<file path="src/rtl/nmea_gga_parser.sv">
// nmea_gga_parser: $GPGGA byte-stream parser with XOR checksum check and BCD field extraction
//   clk, rst          clock, asynchronous active-high reset
//   rx_data, rx_new   received byte and its one-cycle strobe
//   time_bcd          {8'h00, hh, mm, ss} BCD of the last good fix
//   lat_bcd, lon_bcd  latitude dd mm m1..m4 / longitude ddd mm m1..m3 BCD
//   lat_south, lon_west, fix_q   hemispheres and fix-quality digit
//   new_fix, sent_err one-cycle pulses: fix published / sentence rejected
//   busy              high while a sentence is being parsed
module nmea_gga_parser #(
    parameter int MAX_CHARS = 82
) (
    input  logic        clk,
    input  logic        rst,
    input  logic [7:0]  rx_data,
    input  logic        rx_new,
    output logic [31:0] time_bcd,
    output logic [31:0] lat_bcd,
    output logic [31:0] lon_bcd,
    output logic        lat_south,
    output logic        lon_west,
    output logic [3:0]  fix_q,
    output logic        new_fix,
    output logic        sent_err,
    output logic        busy
);
    localparam logic [2:0] IDLE = 3'd0, HDR = 3'd1, FIELD = 3'd2, CS_HI = 3'd3, CS_LO = 3'd4, COMMIT = 3'd5;
    localparam logic [47:0] HDR_STR = "GPGGA,";

    logic [2:0]  state, hidx, fld, dcnt, fcnt;
    logic [7:0]  cs, cnt;
    logic [3:0]  rx_hi, sh_q;
    logic        frac, bad, sh_s, sh_w;
    logic [23:0] sh_time;
    logic [15:0] sh_lat_i, sh_lat_f;
    logic [19:0] sh_lon_i;
    logic [11:0] sh_lon_f;

    logic       is_dig, is_hex, cs_ok, end_bad, eol;
    logic [3:0] hex_val, lat_b, lon_b;
    logic [5:0] hdr_base;
    logic [7:0] hdr_ch;

    assign is_dig   = rx_data >= 8'h30 && rx_data <= 8'h39;
    assign is_hex   = is_dig || (rx_data >= 8'h41 && rx_data <= 8'h46);
    assign hex_val  = is_dig ? rx_data[3:0] : rx_data[3:0] + 4'd9;
    assign cs_ok    = cs == {rx_hi, hex_val};
    assign hdr_base = 6'd40 - {hidx, 3'b000};
    assign hdr_ch   = HDR_STR[hdr_base +: 8];
    // fraction digits fill left-justified from the most significant nibble
    assign lat_b    = 4'd12 - {fcnt[1:0], 2'b00};
    assign lon_b    = 4'd8 - {fcnt[1:0], 2'b00};
    assign eol      = rx_data == 8'h0D || rx_data == 8'h0A;
    // digit/char count check applied when a field closes
    assign end_bad  = (fld == 3'd1 && dcnt != 3'd6) || (fld == 3'd2 && dcnt != 3'd4) ||
                      (fld == 3'd4 && dcnt != 3'd5) || ((fld == 3'd3 || fld == 3'd5) && dcnt != 3'd1);
    assign busy     = state != IDLE && state != COMMIT;

    always_ff @(posedge clk or posedge rst) begin
        if (rst) begin
            state <= IDLE; hidx <= '0; fld <= '0; dcnt <= '0; fcnt <= '0;
            cs <= '0; cnt <= '0; rx_hi <= '0; sh_q <= '0;
            frac <= 1'b0; bad <= 1'b0; sh_s <= 1'b0; sh_w <= 1'b0;
            sh_time <= '0; sh_lat_i <= '0; sh_lat_f <= '0; sh_lon_i <= '0; sh_lon_f <= '0;
            time_bcd <= '0; lat_bcd <= '0; lon_bcd <= '0;
            lat_south <= 1'b0; lon_west <= 1'b0; fix_q <= '0;
            new_fix <= 1'b0; sent_err <= 1'b0;
        end else begin
            new_fix  <= 1'b0;
            sent_err <= 1'b0;
            if (state == COMMIT) begin
                state <= IDLE;
            end else if (rx_new) begin
                if (rx_data == "$") begin
                    sent_err <= state != IDLE;
                    state <= HDR; cs <= '0; cnt <= 8'd1; hidx <= '0; fld <= '0;
                    dcnt <= '0; fcnt <= '0; frac <= 1'b0; bad <= 1'b0;
                    sh_time <= '0; sh_lat_i <= '0; sh_lat_f <= '0; sh_lon_i <= '0; sh_lon_f <= '0;
                    sh_s <= 1'b0; sh_w <= 1'b0; sh_q <= '0;
                end else if (state != IDLE && (cnt == 8'(MAX_CHARS) || (state != HDR && eol))) begin
                    sent_err <= 1'b1;
                    state <= IDLE;
                end else if (state != IDLE) begin
                    cnt <= cnt + 8'd1;
                    case (state)
                        HDR: begin
                            cs <= cs ^ rx_data;
                            if (rx_data != hdr_ch) state <= IDLE;
                            else if (hidx == 3'd5) begin state <= FIELD; fld <= 3'd1; end
                            else hidx <= hidx + 3'd1;
                        end
                        FIELD: begin
                            if (end_bad && (rx_data == "*" || rx_data == ",")) bad <= 1'b1;
                            if (rx_data == "*") state <= CS_HI;
                            else begin
                                cs <= cs ^ rx_data;
                                if (rx_data == ",") begin
                                    fld <= fld + {2'b0, fld != 3'd7};
                                    dcnt <= '0; fcnt <= '0; frac <= 1'b0;
                                end else if (fld == 3'd1 || fld == 3'd2 || fld == 3'd4) begin
                                    if (is_dig && !frac) begin
                                        dcnt <= dcnt + {2'b0, dcnt != 3'd7};
                                        if (fld == 3'd1) sh_time <= {sh_time[19:0], rx_data[3:0]};
                                        if (fld == 3'd2) sh_lat_i <= {sh_lat_i[11:0], rx_data[3:0]};
                                        if (fld == 3'd4) sh_lon_i <= {sh_lon_i[15:0], rx_data[3:0]};
                                    end else if (is_dig) begin
                                        fcnt <= fcnt + {2'b0, fcnt != 3'd7};
                                        if (fld == 3'd2 && fcnt < 3'd4) sh_lat_f[lat_b +: 4] <= rx_data[3:0];
                                        if (fld == 3'd4 && fcnt < 3'd3) sh_lon_f[lon_b +: 4] <= rx_data[3:0];
                                    end else if (rx_data == "." && !frac) frac <= 1'b1;
                                    else bad <= 1'b1;
                                end else if (fld == 3'd3 || fld == 3'd5) begin
                                    dcnt <= dcnt + {2'b0, dcnt != 3'd7};
                                    if (fld == 3'd3 && rx_data != "N" && rx_data != "S") bad <= 1'b1;
                                    if (fld == 3'd5 && rx_data != "E" && rx_data != "W") bad <= 1'b1;
                                    if (fld == 3'd3) sh_s <= rx_data == "S";
                                    if (fld == 3'd5) sh_w <= rx_data == "W";
                                end else if (fld == 3'd6) begin
                                    if (is_dig) sh_q <= rx_data[3:0];
                                    else bad <= 1'b1;
                                end
                            end
                        end
                        CS_HI: begin
                            rx_hi <= hex_val;
                            state <= is_hex ? CS_LO : IDLE;
                            sent_err <= !is_hex;
                        end
                        CS_LO: begin
                            state <= is_hex ? COMMIT : IDLE;
                            if (is_hex && cs_ok && !bad && sh_q != 4'd0) begin
                                new_fix <= 1'b1;
                                time_bcd <= {8'h00, sh_time};
                                lat_bcd <= {sh_lat_i, sh_lat_f};
                                lon_bcd <= {sh_lon_i, sh_lon_f};
                                lat_south <= sh_s; lon_west <= sh_w; fix_q <= sh_q;
                            end else begin
                                // a valid no-fix sentence (quality 0) is silently dropped
                                sent_err <= !(is_hex && cs_ok && sh_q == 4'd0);
                            end
                        end
                        default: state <= IDLE;
                    endcase
                end
            end
        end
    end
endmodule

</file>
<file path="config.mk">
export PLATFORM = sky130hd
export DESIGN_NAME = nmea_gga_parser
export DESIGN_NICKNAME = d
export VERILOG_FILES = /design/src/rtl/nmea_gga_parser.sv
export SDC_FILE = /design/constraint.sdc
export NUM_CORES = 1
export LEC_CHECK = 0
export BUFFER_PORTS_ARGS = -buffer_cell sky130_fd_sc_hd__buf_2
export CORE_MARGIN = 2
export CORE_UTILIZATION = 59
export CTS_CLUSTER_DIAMETER = 100
export DETAILED_ROUTE_END_ITERATION = 8
export PLACE_DENSITY = 0.8
export SETUP_SLACK_MARGIN = 0.02
export SYNTH_ARGS = -nofsm -noshare
export SYNTH_HDL_FRONTEND = slang
export SYNTH_SLANG_ARGS = --single-unit
</file>
<file path="constraint.sdc">
create_clock -name clk -period 8.5 [get_ports clk]
set_input_delay 1.7 -clock clk [delete_from_list [all_inputs] [get_ports clk]]
set_output_delay 1.7 -clock clk [all_outputs]
set_load 0.01 [all_outputs]
</file>
After elaboration in Yosys (flattened, before gate mapping)
Index checks and enable logic that the tools add are counted.
{ "op_classes": {"add_sub_neg": 11, "magnitude_cmp": 6, "n_eq_ne": 53, "n_shift": 5, "mux": 169, "n_bitwise": 4, "reduce_logical": 80} }
{ "ops": {"columns": ["cell", "count"], "rows": [
  ["16-bit two-way mux", 19],
  ["24-bit two-way mux", 9],
  ["20-bit two-way mux", 9],
  ["3-bit two-way mux", 41],
  ["12-bit two-way mux", 10],
  ["10-bit AND reduction", 6],
  ["1-bit two-way mux", 57],
  ["8-bit two-way mux", 7],
  ["48-bit by 7-bit indexed part select with 8-bit output, first input constant", 1],
  ["4-bit two-way mux", 11],
  ["3-bit != test, second input constant", 12],
  ["11-bit AND reduction", 3],
  ["8-bit by 6-bit == test with 1-bit output, second input constant", 4],
  ["8-bit by 7-bit != test with 1-bit output, second input constant", 4],
  ["2-bit nonzero test", 16],
  ["8-bit by 7-bit == test with 1-bit output, second input constant", 3],
  ["1-bit logical AND", 22],
  ["3-bit == test, second input constant", 6],
  ["9-bit AND reduction", 2],
  ["16-bit bitwise mux", 1],
  ["8-bit by 4-bit == test with 1-bit output, second input constant", 2],
  ["2-bit != test, second input constant", 8],
  ["8-bit case mux with 2 select lines", 1],
  ["4-bit by 6-bit variable shift with 16-bit output, first input constant", 1],
  ["40 further kinds", 73]
]} }
{ "word_totals": {"ff_bits": 227, "input_bits": 11, "output_inout_bits": 105, "elab_cells": 354} }

Logic depth before layout (Yosys ltp)
{ "depth": {"depth_word": 17, "ltp_mapped": 14, "ltp_nobuf": 9} }

Worst setup path after synthesis
No wires, ideal clock.
{ "synth_timing": {"kind": "input to register", "start": "input port rx_data[0]", "end": "register lon_bcd[10]", "setup_time_ps": 125, "arrival_time_ps": 4085, "required_time_ps": 8375, "slack_ps": 4290, "path_stages": 13, "n_path_buf": 4, "cell_sequence": "clkbuf_1 -> inv_1 -> ha_1 -> o21bai_1 -> o21ai_0 -> a21oi_1 -> xor2_1 -> nand4_1 -> or2_1 -> clkbuf_1 -> buf_6 -> buf_6 -> mux2_4"} }
{ "synth_between": {"elab_chain_cells": 8, "elab_cells_between_ends": 23, "cone_classes": "add/sub (1); order compare (4); eq/ne (4); mux (1); bitwise (2); reduce/logical (11)"} }
{ "synth_rtl": {"columns": ["item", "line_no", "rtl"], "rows": [
  ["from (decl)", "14", "input logic [7:0] rx_data,"],
  ["8-bit by 6-bit greater-or-equal comparator with 1-bit output or 8-bit by 6-bit <= comparator with 1-bit output (tied branches)", "43", "assign is_dig = rx_data >= 8'h30 && rx_data <= 8'h39;"],
  ["1-bit logical AND", "43", null],
  ["4-bit two-way mux", "45", "assign hex_val = is_dig ? rx_data[3:0] : rx_data[3:0] + 4'd9;"],
  ["8-bit == test", "46", "assign cs_ok = cs == {rx_hi, hex_val};"],
  ["1-bit logical AND (3 in series)", "130", "if (is_hex && cs_ok && !bad && sh_q != 4'd0) begin"],
  ["7-bit AND reduction (no source line) (*)", null, null],
  ["to (signal assigned)", "134", "lon_bcd <= {sh_lon_i, sh_lon_f};"],
  ["to (decl)", "18", "output logic [31:0] lon_bcd,"]
]} }
Mark *: on every way between the ends. The rest lies on a longest branch, timed or not.
A chain may end at the register's enable or synchronous reset.

Worst setup path in the final report
{ "layout_timing": {"start": "input port rx_data[1]", "end": "register lat_bcd[10]"} }
{ "layout_between": {"elab_chain_cells": 8, "elab_cells_between_ends": 23, "cone_classes": "add/sub (1); order compare (4); eq/ne (4); mux (1); bitwise (2); reduce/logical (11)"} }
{ "layout_rtl": {"columns": ["item", "line_no", "rtl"], "rows": [
  ["8-bit by 6-bit greater-or-equal comparator with 1-bit output or 8-bit by 6-bit <= comparator with 1-bit output (tied branches)", "43", null],
  ["1-bit logical AND", "43", null],
  ["4-bit two-way mux", "45", null],
  ["8-bit == test", "46", null],
  ["1-bit logical AND (3 in series)", "130", null],
  ["7-bit AND reduction (no source line) (*)", null, null],
  ["to (signal assigned)", "133", "lat_bcd <= {sh_lat_i, sh_lat_f};"],
  ["to (decl)", "17", "output logic [31:0] lat_bcd,"]
]} }
Marks and branches as above.

==> impl_results.md <==
* ANT nets after route at 0
* Dpl ws at 2912 ps
* Ys flop type: dfrtp_1
* Post-route DRC violation count at 8
* Post-route cell area at 12240 sq um
* Failing checks: design-rule violations
* Yosys reg bits at 227
* Wire per inst at 18.74 um
* Clk_skew at 14.11 ps
* Crit-path cells: buf_2 > inv_1 > ha_1 > mux2_2 > nand4_2 > a21oi_2 > nor2_4 > nand2_2 > or2_4 > buf_4 > mux2_2
* Avg Cell Area, Syn at 11.39 sq um
* Area leader, netlist: dfrtp_1
* FILL cells at 1324
* Die width at 140.1 um
* Vias/cell at 6.002
* Fin. Hold Viols at 0
* Sequential share of the synthesized area at 51.97%
* Post_cts resized at 0
* Initial Util at 60.44%
* Grt ovf at 0
* CP endpoint kind: register
* Pre-antenna DRT Iters at 9
* Synth Cell Area at 10930 sq um
* R2R depth at 10
* Post-synth top area share at 51.97%
* # setup viols final at 0
* R2r startpoint: cnt[0]
* Critical Path Source Type: input port
* IO Pins at 116
* H-tree depth at 1
* CTS Buffer Depth at 3
* Slew HR at 25.74%
* Final Critical Period at 5110 ps
* CTS buffer count at 23
* Cts hold-fix bufs at 0
* Multi-input gate area in the final layout at 4816 sq um
* Hold Path Origin: sh_lat_f[5]
* Hpwl dp at 16080 um
* CTS clk-pin slew, worst paths at 60 ps
* # diodes at 0
* Setup tns final at 0 ps
* Worst-skew pair later-pin latency at 510 ps
* Via count at 7719
* Slew Viols, Final at 0
* Initial DRC Count at 650
* CP Class: in2reg
* Vias in the first global route at 7607
* RSZ-0062 raised after global routing: no
* Worst R2R Setup Slack at 4430 ps
* HP Class: reg2reg
* Final setup margin at 3390 ps
* Final WL at 24100 um
* DIE HEIGHT at 140.1 um
* Placer congestion estimate at 0.9012
* Worst slew pin tran at 1106 ps
* Clk sinks at 227
* Syn Inst Count at 960
* Reg-to-Reg End: lat_bcd[10]
* Largest cells by area after synthesis: dfrtp_1, mux2_4, mux2_2
* Final #Nets at 1076
* Die ar. at 19630 sq um
* Most frequent CP cell: mux2_2
* Post-CTS setup buffers at 0
* Core box area at 18090 sq um
* Min-Delay Endpoint: sh_lat_f[5]
* Hold Path Depth at 2
* First-pass GRT wire length at 39850 um
* GRT Resource Usage Total at 24.87%
* Max incr delay on CP at 810 ps
* Initial antenna violation count at 0
* FFs w/ async S/R, synth at 100.0%
* Crit path max-delay cell type: or2_4
* Post-synth cell types at 72
* Final Cycle Share at 60.11%
* Pin count of the biggest net entering global routing at 151
* Max-capacitance violation count at 0
* Critical Path RT at 8890 ps
* Static leakage at 6.498 nW
* Share of layout cells above drive strength 1 at 25.07%
* Post-synth EDFFs at 0
* # rows at 49
* Pwr dens at 182.5 nW/um^2
* Register area at 5680 sq um
* P&R area growth vs syn at 12.00%
* PortBufs at 107
* CTS tree: yes
* Warnings, synthesis at 0
* Worst-path maximum fanout at 62
* Post-DP Area at 11510 sq um
* Arrival @ worst endpoint at 5500 ps
* Peak supply drop at 0.1849 mV
* Fmax at 195.7 MHz
* Root Driver: clkbuf_16
* Status: finished with violations
sequential cells by signal, indices dropped and copies added (netlist names), 3 cells and up:
signal	count
hidx	3
dcnt	3
sh_q	4
fix_q	4
lon_bcd	32
cs	8
rx_hi	4
lat_bcd	32
sh_lat_i	16
fld	3
sh_lon_f	12
time_bcd	24
fcnt	3
state	3
cnt	8
sh_time	24
sh_lat_f	16
sh_lon_i	20
worst max path at each step:
stage / from / to / slack, ps / cells past startpoint
2_1_floorplan: rst / bad / 580 / 1
3_3_place_gp: rx_data[1] / lat_south / 3000 / 11
3_5_place_dp: rx_data[1] / lat_bcd[10] / 2910 / 11
4_1_cts: rx_data[1] / time_bcd[22] / 3420 / 11
5_1_grt: rx_data[1] / time_bcd[22] / 3190 / 11
6_report: rx_data[1] / lat_bcd[10] / 3390 / 11
stage by stage:
stage | total power [mW] | std cells | util, % | hold WS, ps
final | 2.234 | 1286 | 67.69 | 487.9
after global routing | 2.313 | 1286 | 67.69 | 513.5
after CTS | 2.247 | 1286 | 67.69 | 493.3
after detailed placement | 1.265 | 1248 | 63.66 | 474.8
after global placement | 1.261 | 1248 | 63.66 | 465.5
after floorplan | 1.234 | 967 | - | 446.0
placed cells by master (no fill, tap or decap), types with 3 or more instances in the layout:
| cell type | n |
|---|---|
| nor3b_1 | 5 |
| o211ai_1 | 4 |
| nor2b_1 | 6 |
| xor2_1 | 13 |
| conb_1 | 8 |
| o21a_1 | 8 |
| ha_1 | 21 |
| nor4_1 | 5 |
| xnor2_1 | 12 |
| and3_1 | 9 |
| mux2_4 | 56 |
| nand2b_1 | 8 |
| clkbuf_1 | 4 |
| clkbuf_16 | 23 |
| nor3_1 | 13 |
| o21ai_0 | 58 |
| mux2i_1 | 22 |
| dfrtp_1 | 227 |
| o21bai_1 | 3 |
| nand4_1 | 15 |
| a41oi_1 | 4 |
| a21oi_1 | 19 |
| a22o_1 | 47 |
| clkbuf_8 | 3 |
| nor2_1 | 42 |
| nand3_1 | 45 |
| buf_4 | 6 |
| a22oi_1 | 3 |
| a31oi_1 | 8 |
| and2_1 | 4 |
| nand2_1 | 91 |
| mux2_2 | 45 |
| buf_2 | 107 |
| nand4b_1 | 3 |
| inv_1 | 37 |
| or3_1 | 3 |
| o22ai_1 | 5 |
| a211oi_1 | 6 |
| clkinv_2 | 4 |
per-layer routing:
layer / share of wire, % / track usage, % / vias up / wire (um)
li1: - / - / 3594 / -
met1: 45 / 35.90 / 3818 / 10960
met2: 47 / 39.54 / 251 / 11260
met3: 5.1 / 3.863 / 56 / 1224
met4: 2.7 / 7.337 / 0 / 655
met5: 0 / 0 / - / 0
worst max-delay path, delay by kind of cell:
kind	cells	cell delay [ps]
buffers and inverters	3	1050
AOI/OAI and AO/OA	1	640
and+or+nand+nor	4	1180
adders and majority gates	1	260
muxes	2	580
synthesized netlist by cell type (9+ instances only):
library cell  instances
dfrtp_1             227
nand2_1              91
o21ai_0              58
mux2_4               56
a22o_1               47
mux2_2               45
nand3_1              45
nor2_1               42
inv_1                38
clkbuf_1             29
mux2i_1              22
ha_1                 21
a21oi_1              19
nand4_1              15
nor3_1               13
xor2_1               13
buf_2                12
xnor2_1              12
buf_4                11
and3_1                9
layout make-up:
cell class                 count  area share (%)
tap                          229           2.341
timing repair buffer         113           4.742
clock inverter                 8          0.7870
multi-input combinational    641           39.34
inverter                      38           1.226
sequential                   227           46.40
clock buffer                  30           5.162
power breakdown:
part           switching, mW  leakage [nW]  internal [mW]
Sequential            0.0248          3.05           1.10
Combinational         0.0788          3.09         0.0423
Clock                  0.406         0.358          0.582
cells by family (layout without fill, tap and decap cells):
logic type	after synthesis	after routing	share of synthesized area, %
AO/OA/AOI/OAI	193	193	12.20
XOR/XNOR	25	25	2.003
other	1	8	0.03431
AND/OR/NAND/NOR	271	271	12.58
adder cells (fa/ha/maj)	21	21	2.404
flip-flops	227	227	51.97
buffers and inverters	99	189	4.464
multiplexers	123	123	14.34
Power figures use the tool's default switching activity.
